File: src/rtl/trg_tx_link_seq.sv
// -----------------------------------------------------------------------------
// trg_tx_link_seq
//
// Bring-up and recovery sequencer for the DCFEB trigger fiber transmitter.
// It steps the TX PLL reset, the GTX TX reset and the link-level TRG_RST
// (comma/idle) of the fiber-out block in order. At each step it waits for PLL
// lock, TX reset done and TX phase-sync done. Timeouts and loss of lock
// trigger a bounded number of retries before the sequencer parks in FAIL.
// Everything runs on TRG_CLK80.
//
// Ports:
//   TRG_CLK80        in   sole clock, rising edge
//   RST_N            in   synchronous active-low reset
//   LINK_EN          in   level: 1 requests link up, 0 forces OFF
//   TRG_TX_PLL_LOCK  in   async GTX PLL lock status (synchronized here)
//   TRG_TXRESETDONE  in   async GTX TX reset-done status (synchronized here)
//   TX_SYNC_DONE     in   async TX phase-align done status (synchronized here)
//   TRG_TX_PLLRST    out  TX PLL reset, active-high
//   TRG_GTXTXRST     out  GTX TX reset, active-high
//   TRG_RST          out  link reset; while 1 the transmitter sends commas
//   LINK_UP          out  1 only in UP
//   FAIL             out  1 only in FAIL
//   STATE            out  current state code (4 bits)
//   RETRY_CNT        out  retries since reset, saturating at 255
// -----------------------------------------------------------------------------
module trg_tx_link_seq #(
   parameter int SIM_SPEEDUP = 0,
   parameter int PLLRST_CYC  = 16,
   parameter int GTXRST_CYC  = 16,
   parameter int TMO_CYC     = 50000,
   parameter int IDLE_CYC    = 256,
   parameter int MAX_RETRY   = 4
) (
   input  logic       TRG_CLK80,
   input  logic       RST_N,
   input  logic       LINK_EN,
   input  logic       TRG_TX_PLL_LOCK,
   input  logic       TRG_TXRESETDONE,
   input  logic       TX_SYNC_DONE,
   output logic       TRG_TX_PLLRST,
   output logic       TRG_GTXTXRST,
   output logic       TRG_RST,
   output logic       LINK_UP,
   output logic       FAIL,
   output logic [3:0] STATE,
   output logic [7:0] RETRY_CNT
);

   // State codes are visible on STATE, so they are fixed values.
   localparam logic [3:0] ST_OFF       = 4'd0;
   localparam logic [3:0] ST_PLL_RST   = 4'd1;
   localparam logic [3:0] ST_PLL_WAIT  = 4'd2;
   localparam logic [3:0] ST_GTX_RST   = 4'd3;
   localparam logic [3:0] ST_DONE_WAIT = 4'd4;
   localparam logic [3:0] ST_SYNC_WAIT = 4'd5;
   localparam logic [3:0] ST_COMMA     = 4'd6;
   localparam logic [3:0] ST_UP        = 4'd7;
   localparam logic [3:0] ST_FAIL      = 4'd8;

   // Terminal timer values: a state that lasts N cycles leaves on the edge
   // where the timer, cleared on entry, reads N-1.
   localparam logic [15:0] PLLRST_LAST = 16'(PLLRST_CYC - 1);
   localparam logic [15:0] GTXRST_LAST = 16'(GTXRST_CYC - 1);
   localparam logic [15:0] TMO_LAST    = (SIM_SPEEDUP != 0) ? 16'd63 : 16'(TMO_CYC - 1);
   localparam logic [15:0] IDLE_LAST   = (SIM_SPEEDUP != 0) ? 16'd63 : 16'(IDLE_CYC - 1);
   // A retry taken while the try counter already holds MAX_RETRY-1 is the
   // MAX_RETRY-th one and ends in FAIL.
   localparam logic [3:0]  TRY_LIMIT   = 4'(MAX_RETRY - 1);

   // Output decode {pllrst, gtxrst, trg_rst, link_up, fail} for a state.
   function automatic logic [4:0] decode_outs(input logic [3:0] st);
      logic [4:0] o;
      case (st)
         ST_OFF,
         ST_PLL_RST:   o = 5'b11100;
         ST_PLL_WAIT,
         ST_GTX_RST:   o = 5'b01100;
         ST_DONE_WAIT,
         ST_SYNC_WAIT,
         ST_COMMA:     o = 5'b00100;
         ST_UP:        o = 5'b00010;
         ST_FAIL:      o = 5'b11101;
         default:      o = 5'b11100;
      endcase
      return o;
   endfunction

   logic        lock_meta_q, lock_s_q;
   logic        done_meta_q, done_s_q;
   logic        sync_meta_q, sync_s_q;

   logic [3:0]  state_q, state_d;
   logic [3:0]  fwd_d;
   logic        retry_req;
   logic        retry_take;
   logic [15:0] timer_q, timer_d;
   logic [3:0]  try_q, try_d;
   logic [7:0]  retry_cnt_q, retry_cnt_d;
   logic [4:0]  outs_q, outs_d;

   // Two-flop synchronizers for the three asynchronous status inputs.
   always_ff @(posedge TRG_CLK80) begin
      if (!RST_N) begin
         lock_meta_q <= 1'b0;
         lock_s_q    <= 1'b0;
         done_meta_q <= 1'b0;
         done_s_q    <= 1'b0;
         sync_meta_q <= 1'b0;
         sync_s_q    <= 1'b0;
      end else begin
         lock_meta_q <= TRG_TX_PLL_LOCK;
         lock_s_q    <= lock_meta_q;
         done_meta_q <= TRG_TXRESETDONE;
         done_s_q    <= done_meta_q;
         sync_meta_q <= TX_SYNC_DONE;
         sync_s_q    <= sync_meta_q;
      end
   end

   // Per-state forward progress and retry requests.
   always_comb begin
      fwd_d     = state_q;
      retry_req = 1'b0;
      case (state_q)
         ST_OFF: begin
            if (LINK_EN) fwd_d = ST_PLL_RST;
            else         fwd_d = ST_OFF;
         end
         ST_PLL_RST: begin
            if (timer_q == PLLRST_LAST) fwd_d = ST_PLL_WAIT;
            else                        fwd_d = ST_PLL_RST;
         end
         ST_PLL_WAIT: begin
            if (lock_s_q)                  fwd_d = ST_GTX_RST;
            else if (timer_q == TMO_LAST)  retry_req = 1'b1;
            else                           fwd_d = ST_PLL_WAIT;
         end
         ST_GTX_RST: begin
            if (!lock_s_q)                   retry_req = 1'b1;
            else if (timer_q == GTXRST_LAST) fwd_d = ST_DONE_WAIT;
            else                             fwd_d = ST_GTX_RST;
         end
         ST_DONE_WAIT: begin
            if (done_s_q)                  fwd_d = ST_SYNC_WAIT;
            else if (timer_q == TMO_LAST)  retry_req = 1'b1;
            else                           fwd_d = ST_DONE_WAIT;
         end
         ST_SYNC_WAIT: begin
            if (sync_s_q)                  fwd_d = ST_COMMA;
            else if (timer_q == TMO_LAST)  retry_req = 1'b1;
            else                           fwd_d = ST_SYNC_WAIT;
         end
         ST_COMMA: begin
            // Link health is checked before the idle-time exit so that a
            // loss on the final comma cycle still retries.
            if (!lock_s_q || !done_s_q)    retry_req = 1'b1;
            else if (timer_q == IDLE_LAST) fwd_d = ST_UP;
            else                           fwd_d = ST_COMMA;
         end
         ST_UP: begin
            if (!lock_s_q || !done_s_q) retry_req = 1'b1;
            else                        fwd_d = ST_UP;
         end
         ST_FAIL: begin
            fwd_d = ST_FAIL;
         end
         default: begin
            fwd_d = ST_OFF;
         end
      endcase
   end

   // Priority: LINK_EN low, then retry, then forward progress.
   always_comb begin
      retry_take = 1'b0;
      state_d    = fwd_d;
      if (!LINK_EN) begin
         state_d = ST_OFF;
      end else if (retry_req) begin
         retry_take = 1'b1;
         if (try_q >= TRY_LIMIT) state_d = ST_FAIL;
         else                    state_d = ST_PLL_RST;
      end else begin
         state_d = fwd_d;
      end
   end

   // Timer, try counter and retry counter next values.
   always_comb begin
      timer_d     = timer_q;
      try_d       = try_q;
      retry_cnt_d = retry_cnt_q;

      // Clears on any state change; holds at all-ones rather than wrapping
      // during long stays in UP so no stale terminal match can occur.
      if (state_d != state_q)       timer_d = 16'd0;
      else if (timer_q != 16'hFFFF) timer_d = timer_q + 16'd1;
      else                          timer_d = timer_q;

      if (state_q == ST_OFF)                  try_d = 4'd0;
      else if (retry_take && try_q != 4'hF)   try_d = try_q + 4'd1;
      else                                    try_d = try_q;

      if (retry_take && retry_cnt_q != 8'hFF) retry_cnt_d = retry_cnt_q + 8'd1;
      else                                    retry_cnt_d = retry_cnt_q;

      // Outputs come from the next state so they switch with STATE.
      outs_d = decode_outs(state_d);
   end

   // Sequencer state, counters and registered outputs.
   always_ff @(posedge TRG_CLK80) begin
      if (!RST_N) begin
         state_q     <= ST_OFF;
         timer_q     <= 16'd0;
         try_q       <= 4'd0;
         retry_cnt_q <= 8'd0;
         outs_q      <= 5'b11100;
      end else begin
         state_q     <= state_d;
         timer_q     <= timer_d;
         try_q       <= try_d;
         retry_cnt_q <= retry_cnt_d;
         outs_q      <= outs_d;
      end
   end

   assign TRG_TX_PLLRST = outs_q[4];
   assign TRG_GTXTXRST  = outs_q[3];
   assign TRG_RST       = outs_q[2];
   assign LINK_UP       = outs_q[1];
   assign FAIL          = outs_q[0];
   assign STATE         = state_q;
   assign RETRY_CNT     = retry_cnt_q;

endmodule

File: config.mk
export PLATFORM = sky130hd
export DESIGN_NAME = trg_tx_link_seq
export DESIGN_NICKNAME = d
export VERILOG_FILES = /design/src/rtl/trg_tx_link_seq.sv
export SDC_FILE = /design/constraint.sdc
export NUM_CORES = 1
export LEC_CHECK = 0
export CAP_MARGIN = 20
export CORE_MARGIN = 5
export CORE_UTILIZATION = 30
export DETAILED_ROUTE_END_ITERATION = 8
export GPL_ROUTABILITY_DRIVEN = 0
export PLACE_DENSITY = 0.51
export SLEW_MARGIN = 20
export SYNTH_ARGS = -nofsm -noshare
export SYNTH_HDL_FRONTEND = slang
export SYNTH_SLANG_ARGS = --single-unit
File: constraint.sdc
create_clock -name TRG_CLK80 -period 2.45 [get_ports TRG_CLK80]
set_input_delay 0.49 -clock TRG_CLK80 [delete_from_list [all_inputs] [get_ports TRG_CLK80]]
set_output_delay 0.49 -clock TRG_CLK80 [all_outputs]
set_load 0.005 [all_outputs]
== After elaboration in Yosys (flattened, before gate mapping) ==
Memory sizes are Yosys's and may differ from the RTL's. A register that Yosys moved wholly into a read port is not among the register bits.
Cells that the tools add are included.
W data, S select, Z words.

* Add/subtract/negate cells: 3
* $lt $le $gt $ge: 1
* Equality and inequality tests: 15
* Multiplexer cells: 25
* Bitwise gates (word level): 1
* Reduce and logical (&&, ||, !) cells: 10

{| class="wikitable"
|+ Operators by type and width
! kind !! count
|-
| $mux W4 || 12
|-
| $pmux W4 S9 || 1
|-
| $add A16 B1 Y16 const B || 1
|-
| $eq A16 B16 Y1 const B || 1
|-
| $eq A16 B4 Y1 const B || 1
|-
| $eq A16 B8 Y1 const B || 1
|-
| $eq A4 B3 Y1 const B || 4
|-
| $ne A16 B16 Y1 const B || 1
|-
| $mux W1 || 9
|-
| $add A8 B1 Y8 const B || 1
|-
| $eq A4 B2 Y1 const B || 2
|-
| $ne A8 B8 Y1 const B || 1
|-
| $reduce_or A2 Y1 || 3
|-
| $pmux W1 S5 || 1
|-
| $add A4 B1 Y4 const B || 1
|-
| $eq A4 B1 Y1 const B || 1
|-
| $eq A4 B4 Y1 const B || 1
|-
| $ge A4 B2 Y1 const B || 1
|-
| $logic_not A4 Y1 || 1
|-
| $ne A4 B4 Y1 || 1
|-
| $ne A4 B4 Y1 const B || 1
|-
| $logic_not A1 Y1 || 3
|-
| $mux W3 || 1
|-
| $logic_and A1 B1 Y1 || 2
|-
| other kinds (3) || 3
|}

* Flip-flop bits (word level): 38
* ROM bits: 80
* Output and inout bits: 17
* Memories kept: 1

{| class="wikitable"
|+ Memory list
! memory !! words !! bits a word !! rd ports !! clocked after Yosys merged registers in !! write ports !! RTL line !! text
|-
| (no name shown) || 16 || 5 || 1 || 1 || 0 || 73 || <nowiki>case (st)</nowiki>
|}

== Logic depth before layout (Yosys ltp) ==
* Depth after elaboration: 8
* Mapped depth: 10
* Mapped depth without buffers: 7

== Least setup slack after synthesis ==
No wires, ideal clock.

* Path kind: register to register
* Start: register timer_q[0]
* End: register timer_q[11]
* Setup time: 0.078 ns
* Arrival time: 1.923 ns
* Data required time: 2.372 ns
* Path slack: 0.449 ns
* Cell stages (with the launch flop): 10
* Buffers on the path: 2
* Period minus slack after synthesis: 2.001 ns
* Cell sequence: dfxtp_1 -> ha_1 -> and3_1 -> buf_2 -> nand4_1 -> a211oi_2 -> a221oi_1 -> nand3_1 -> buf_4 -> nor3_1

* Word-level cells in the longest chain between the ends: 8
* Elaborated cells on any way between the ends: 26
* Those cells by class: add/sub (1); eq/ne (5); mux (19); reduce/logical (1)

{| class="wikitable"
|+ Ends and longest elaborated chain
! element !! RTL line !! text
|-
| from (decl) || 96 || <nowiki>logic [15:0] timer_q, timer_d;</nowiki>
|-
| from (signal assigned) || 221 || <nowiki>timer_q <= timer_d;</nowiki>
|-
| $eq A16 B8 Y1 (tied with other cells) || 157 || <nowiki>else if (timer_q == IDLE_LAST) fwd_d = ST_UP;</nowiki>
|-
| $mux W1 (tied with other cells) || 157 ||
|-
| $mux W4 (tied with other cells) || 156 || <nowiki>if (!lock_s_q || !done_s_q) retry_req = 1'b1;</nowiki>
|-
| $pmux W4 S9 / $pmux W1 S5 (equally long branches) || 124 || <nowiki>case (state_q)</nowiki>
|-
| $mux W4 || 179 || <nowiki>end else if (retry_req) begin</nowiki>
|-
| $mux W4 || 177 || <nowiki>if (!LINK_EN) begin</nowiki>
|-
| $ne A4 B4 Y1 || 196 || <nowiki>if (state_d != state_q) timer_d = 16'd0;</nowiki>
|-
| $reduce_or A2 Y1 (no line) || -- ||
|}

Several ways; a longest one is shown, not always the timed one.
A chain may end at the register's enable or synchronous reset.

== Worst setup path in the final report ==
* Start: register timer_q[0]
* End: register timer_q[1]

Same word-level chain as after synthesis.

==> impl_metrics.env <==
export IMPL_preCtsSetupSlack_ns=0.0641
export IMPL_syn_nets=260
export IMPL_cts_path_max_buffers=2
export IMPL_arrival_ns=2.46
export IMPL_peakVddDrop_mv=0.224
export IMPL_drive_above_1_share_pct=13.4
export IMPL_synthTopCellsByArea="dfxtp_1 38%, xor2_1 5.4%, nor3_1 4.2%"
export IMPL_fin_util_pct=38.1
export IMPL_seq_area_um2=861
export IMPL_ys_flop_type="dfxtp_1"
export IMPL_port_buffers=22
export IMPL_p_sw_uw=289
export IMPL_drt_total_wl_um=5080
export IMPL_grt_pass1_vias=1811
export IMPL_status="finished clean"
export IMPL_cp_start_kind="flip-flop"
export IMPL_cp_slowest_cell="dfxtp_1"
export IMPL_crit_fanout=12
export IMPL_grt_pass1_wl_um=8790
export IMPL_viasPerCell=4.89
export IMPL_slew_violations=0
export IMPL_regToRegSetupSlack_ns=0.17
export IMPL_antenna_cells=0
export IMPL_insertion_delay_ns=0.29
export IMPL_synth_most_common_cell="dfxtp_1"
export IMPL_synthArstFlopShare_pct=0
export IMPL_nFillCells=744
export IMPL_cts_tree="yes"
export IMPL_postCtsSetupBuffers=0
export IMPL_finalInstanceArea_mm2=0.00279
export IMPL_synth_seq_area_share_pct=37.9
export IMPL_nets=292
export IMPL_core_area_mm2=0.00733
export IMPL_netlist_area_mm2=0.00227
export IMPL_critical_path_cell_chain="ha_1 -> and3_1 -> buf_4 -> and3_2 -> nand4b_1 -> a311oi_2 -> nand4b_4 -> buf_4 -> nor3_1"
export IMPL_initial_core_util_pct=31.0
export IMPL_critPathMostFrequentCell="buf_4"
export IMPL_cts_root_buf="clkbuf_8"
export IMPL_grt_usage_pct=11.0
export IMPL_placed_cell_area_mm2=0.00267
export IMPL_rr_worst_depth=9
export IMPL_cp_top_family="simple AND/OR/NAND/NOR gates"
export IMPL_cp_required_ns=2.63
export IMPL_drt_wirelength_per_cell_um=13.3
export IMPL_finalSetupTns_ns=0
export IMPL_endpoint="timer_q[1]"
export IMPL_multi_input_area_mm2=0.00132
export IMPL_syn_area_per_cell_um2=9.06
export IMPL_max_slew_margin_rel_pct=47.9
export IMPL_post_route_period_util_pct=93.0
export IMPL_switching_share_pct=21.2
export IMPL_ios=23
export IMPL_maxCapViolCount=0
export IMPL_power_density_mw_per_mm2=488
export IMPL_die_x_um=97.1
export IMPL_synth_commonest_cells="43 x dfxtp_1, 19 x nor3_1, 17 x nand2_1"
export IMPL_cp_slowest_stage_delay_ns=0.40
export IMPL_dp_hpwl_um=3680
export IMPL_yosysTopAreaCellShare_pct=37.9
export IMPL_maxClockFrequency_mhz=439
export IMPL_fp_dieH_um=97.1
export IMPL_path_depth=9
export IMPL_setup_ws_ns=0.172
export IMPL_ant_nets=0
export IMPL_routed_via_count=1871
export IMPL_final_min_clock_period_ns=2.28
export IMPL_final_hold_viol_count=0
export IMPL_skew_ns=0.00451
export IMPL_path_buf_inv=2
export IMPL_globalRouteOverflowTotal=0
export IMPL_path_clk_slew_ns=0.08
export IMPL_rsz0062_at_grt="false"
export IMPL_cts_buffers=5
export IMPL_synth_edf_count=0
export IMPL_crit_path_start="timer_q[0]"
export IMPL_synth_warnings=0
export IMPL_first_pass_iters=4
export IMPL_drc=0
export IMPL_pwr_share_clk_pct=42.0
export IMPL_drtIter0Drc=141
export IMPL_ys_types=55
export IMPL_yosys_register_bits=43
export IMPL_finalSetupViolations=0
export IMPL_crit_type="flip-flop to flip-flop"
export IMPL_hold_class="flip-flop to flip-flop"
export IMPL_hold_ws_ns=0.444
export IMPL_p_leak_uw=0.00105
export IMPL_regToRegEndpoint="timer_q[1]"
export IMPL_grt_max_degree=20
export IMPL_p_int_uw=1070
export IMPL_die_area_mm2=0.00942
export IMPL_reg2reg_from="timer_q[0]"
export IMPL_crit_path_end_kind="flip-flop"
export IMPL_clock_sinks=43
export IMPL_area_growth_pct=22.8
export IMPL_combPwrFrac_pct=5.5
export IMPL_ctsHoldBuffers=0
export IMPL_htreeDepth=2
export IMPL_yosysTopAreaCell="dfxtp_1"
export IMPL_synth_cells=251
export IMPL_std_cell_rows=31
export IMPL_p_seq_share_pct=52.6
export IMPL_worstMarginPinSlew_ns=0.772
export IMPL_antenna_found_initial=0
[cell families after synthesis]
group                      share of synthesized area, %
and+or+nand+nor                                    36.9
muxes                                              2.20
adders and majority gates                          1.65
DFF                                                37.9
buffers and inverters                              4.46
xor gates and xnor gates                           6.93
AOI/OAI and AO/OA                                  9.96
[area by class of cell]
cell class,instances,share of cell area (%)
multi-input combinational,189,47.2
sequential,43,30.8
timing repair buffer,37,12.4
tap,99,4.44
clock buffer,6,2.96
clock inverter,2,1.25
inverter,7,0.941
[power by group through the flow]
stage          logic (µW)  clock network (µW)  registers, µW
2_1_floorplan        47.0                   0            730
3_3_place_gp         73.1                   0            733
3_5_place_dp         73.4                   0            733
4_1_cts              73.7                 593            716
5_1_grt              81.9                 625            718
6_report             74.6                 572            716
[sequential cells by signal, indices dropped and copies added (netlist names)]
name and flops:
lock_s_q 1, sync_meta_q 1, lock_meta_q 1, sync_s_q 1
outs_q 5, done_s_q 1, timer_q 16, RETRY_CNT 8
done_meta_q 1, STATE 4, try_q 4
[worst register-to-register path: cells and delay by family (launching register included)]
family / cells / cell delay [ns]
simple gates: 5 / 0.91
flops: 1 / 0.40
buf+inv: 2 / 0.36
compound gates: 1 / 0.32
fa+ha+maj: 1 / 0.19
[what timing repair did]
item	CTS	global route
endpoints found under the setup margin	0	12
resized for setup	0	2
endpoints found under the hold margin	0	0
[worst min-delay path by stage]
stage                startpoint  endpoint  depth (start not counted)
floorplan           done_meta_q  done_s_q                          1
global placement    done_meta_q  done_s_q                          1
detailed placement  lock_meta_q  lock_s_q                          1
CTS                 done_meta_q  done_s_q                          1
global route        lock_meta_q  lock_s_q                          1
finish              lock_meta_q  lock_s_q                          1
[cell usage in the layout (no fill, tap or decap), drive strengths merged, types with 3 or more instances in the layout]
master	netlist	layout
dfxtp	43	43
nor3	24	24
clkdlybuf4s50	0	22
nand2	17	17
nand3	16	16
buf	7	15
xor2	14	14
nor2	13	13
and2	12	12
nand4	9	9
and3	8	8
inv	7	7
nor2b	7	7
clkbuf	5	6
o21ai	6	6
mux2i	5	5
nand2b	4	4
a21oi	4	4
xnor2	4	4
nor4	4	4
a211oi	4	4
a31oi	3	3
and3b	3	3
ha	3	3
nor3b	3	3
[metrics by stage]
stage / std cells / total power, µW
6_report: 383 / 1360
5_1_grt: 383 / 1420
4_1_cts: 383 / 1380
3_5_place_dp: 375 / 806
3_3_place_gp: 375 / 806
2_1_floorplan: 251 / 777
[layer usage]
metal	GRT usage [%]	share of wire, %	vias to the layer above
li1	-	-	977
met1	15.2	52	859
met2	16.6	43	33
met3	3.23	4.2	2
met4	3.24	0.26	0
met5	0	0	-
No activity file was read; power rests on OpenSTA's default activity.
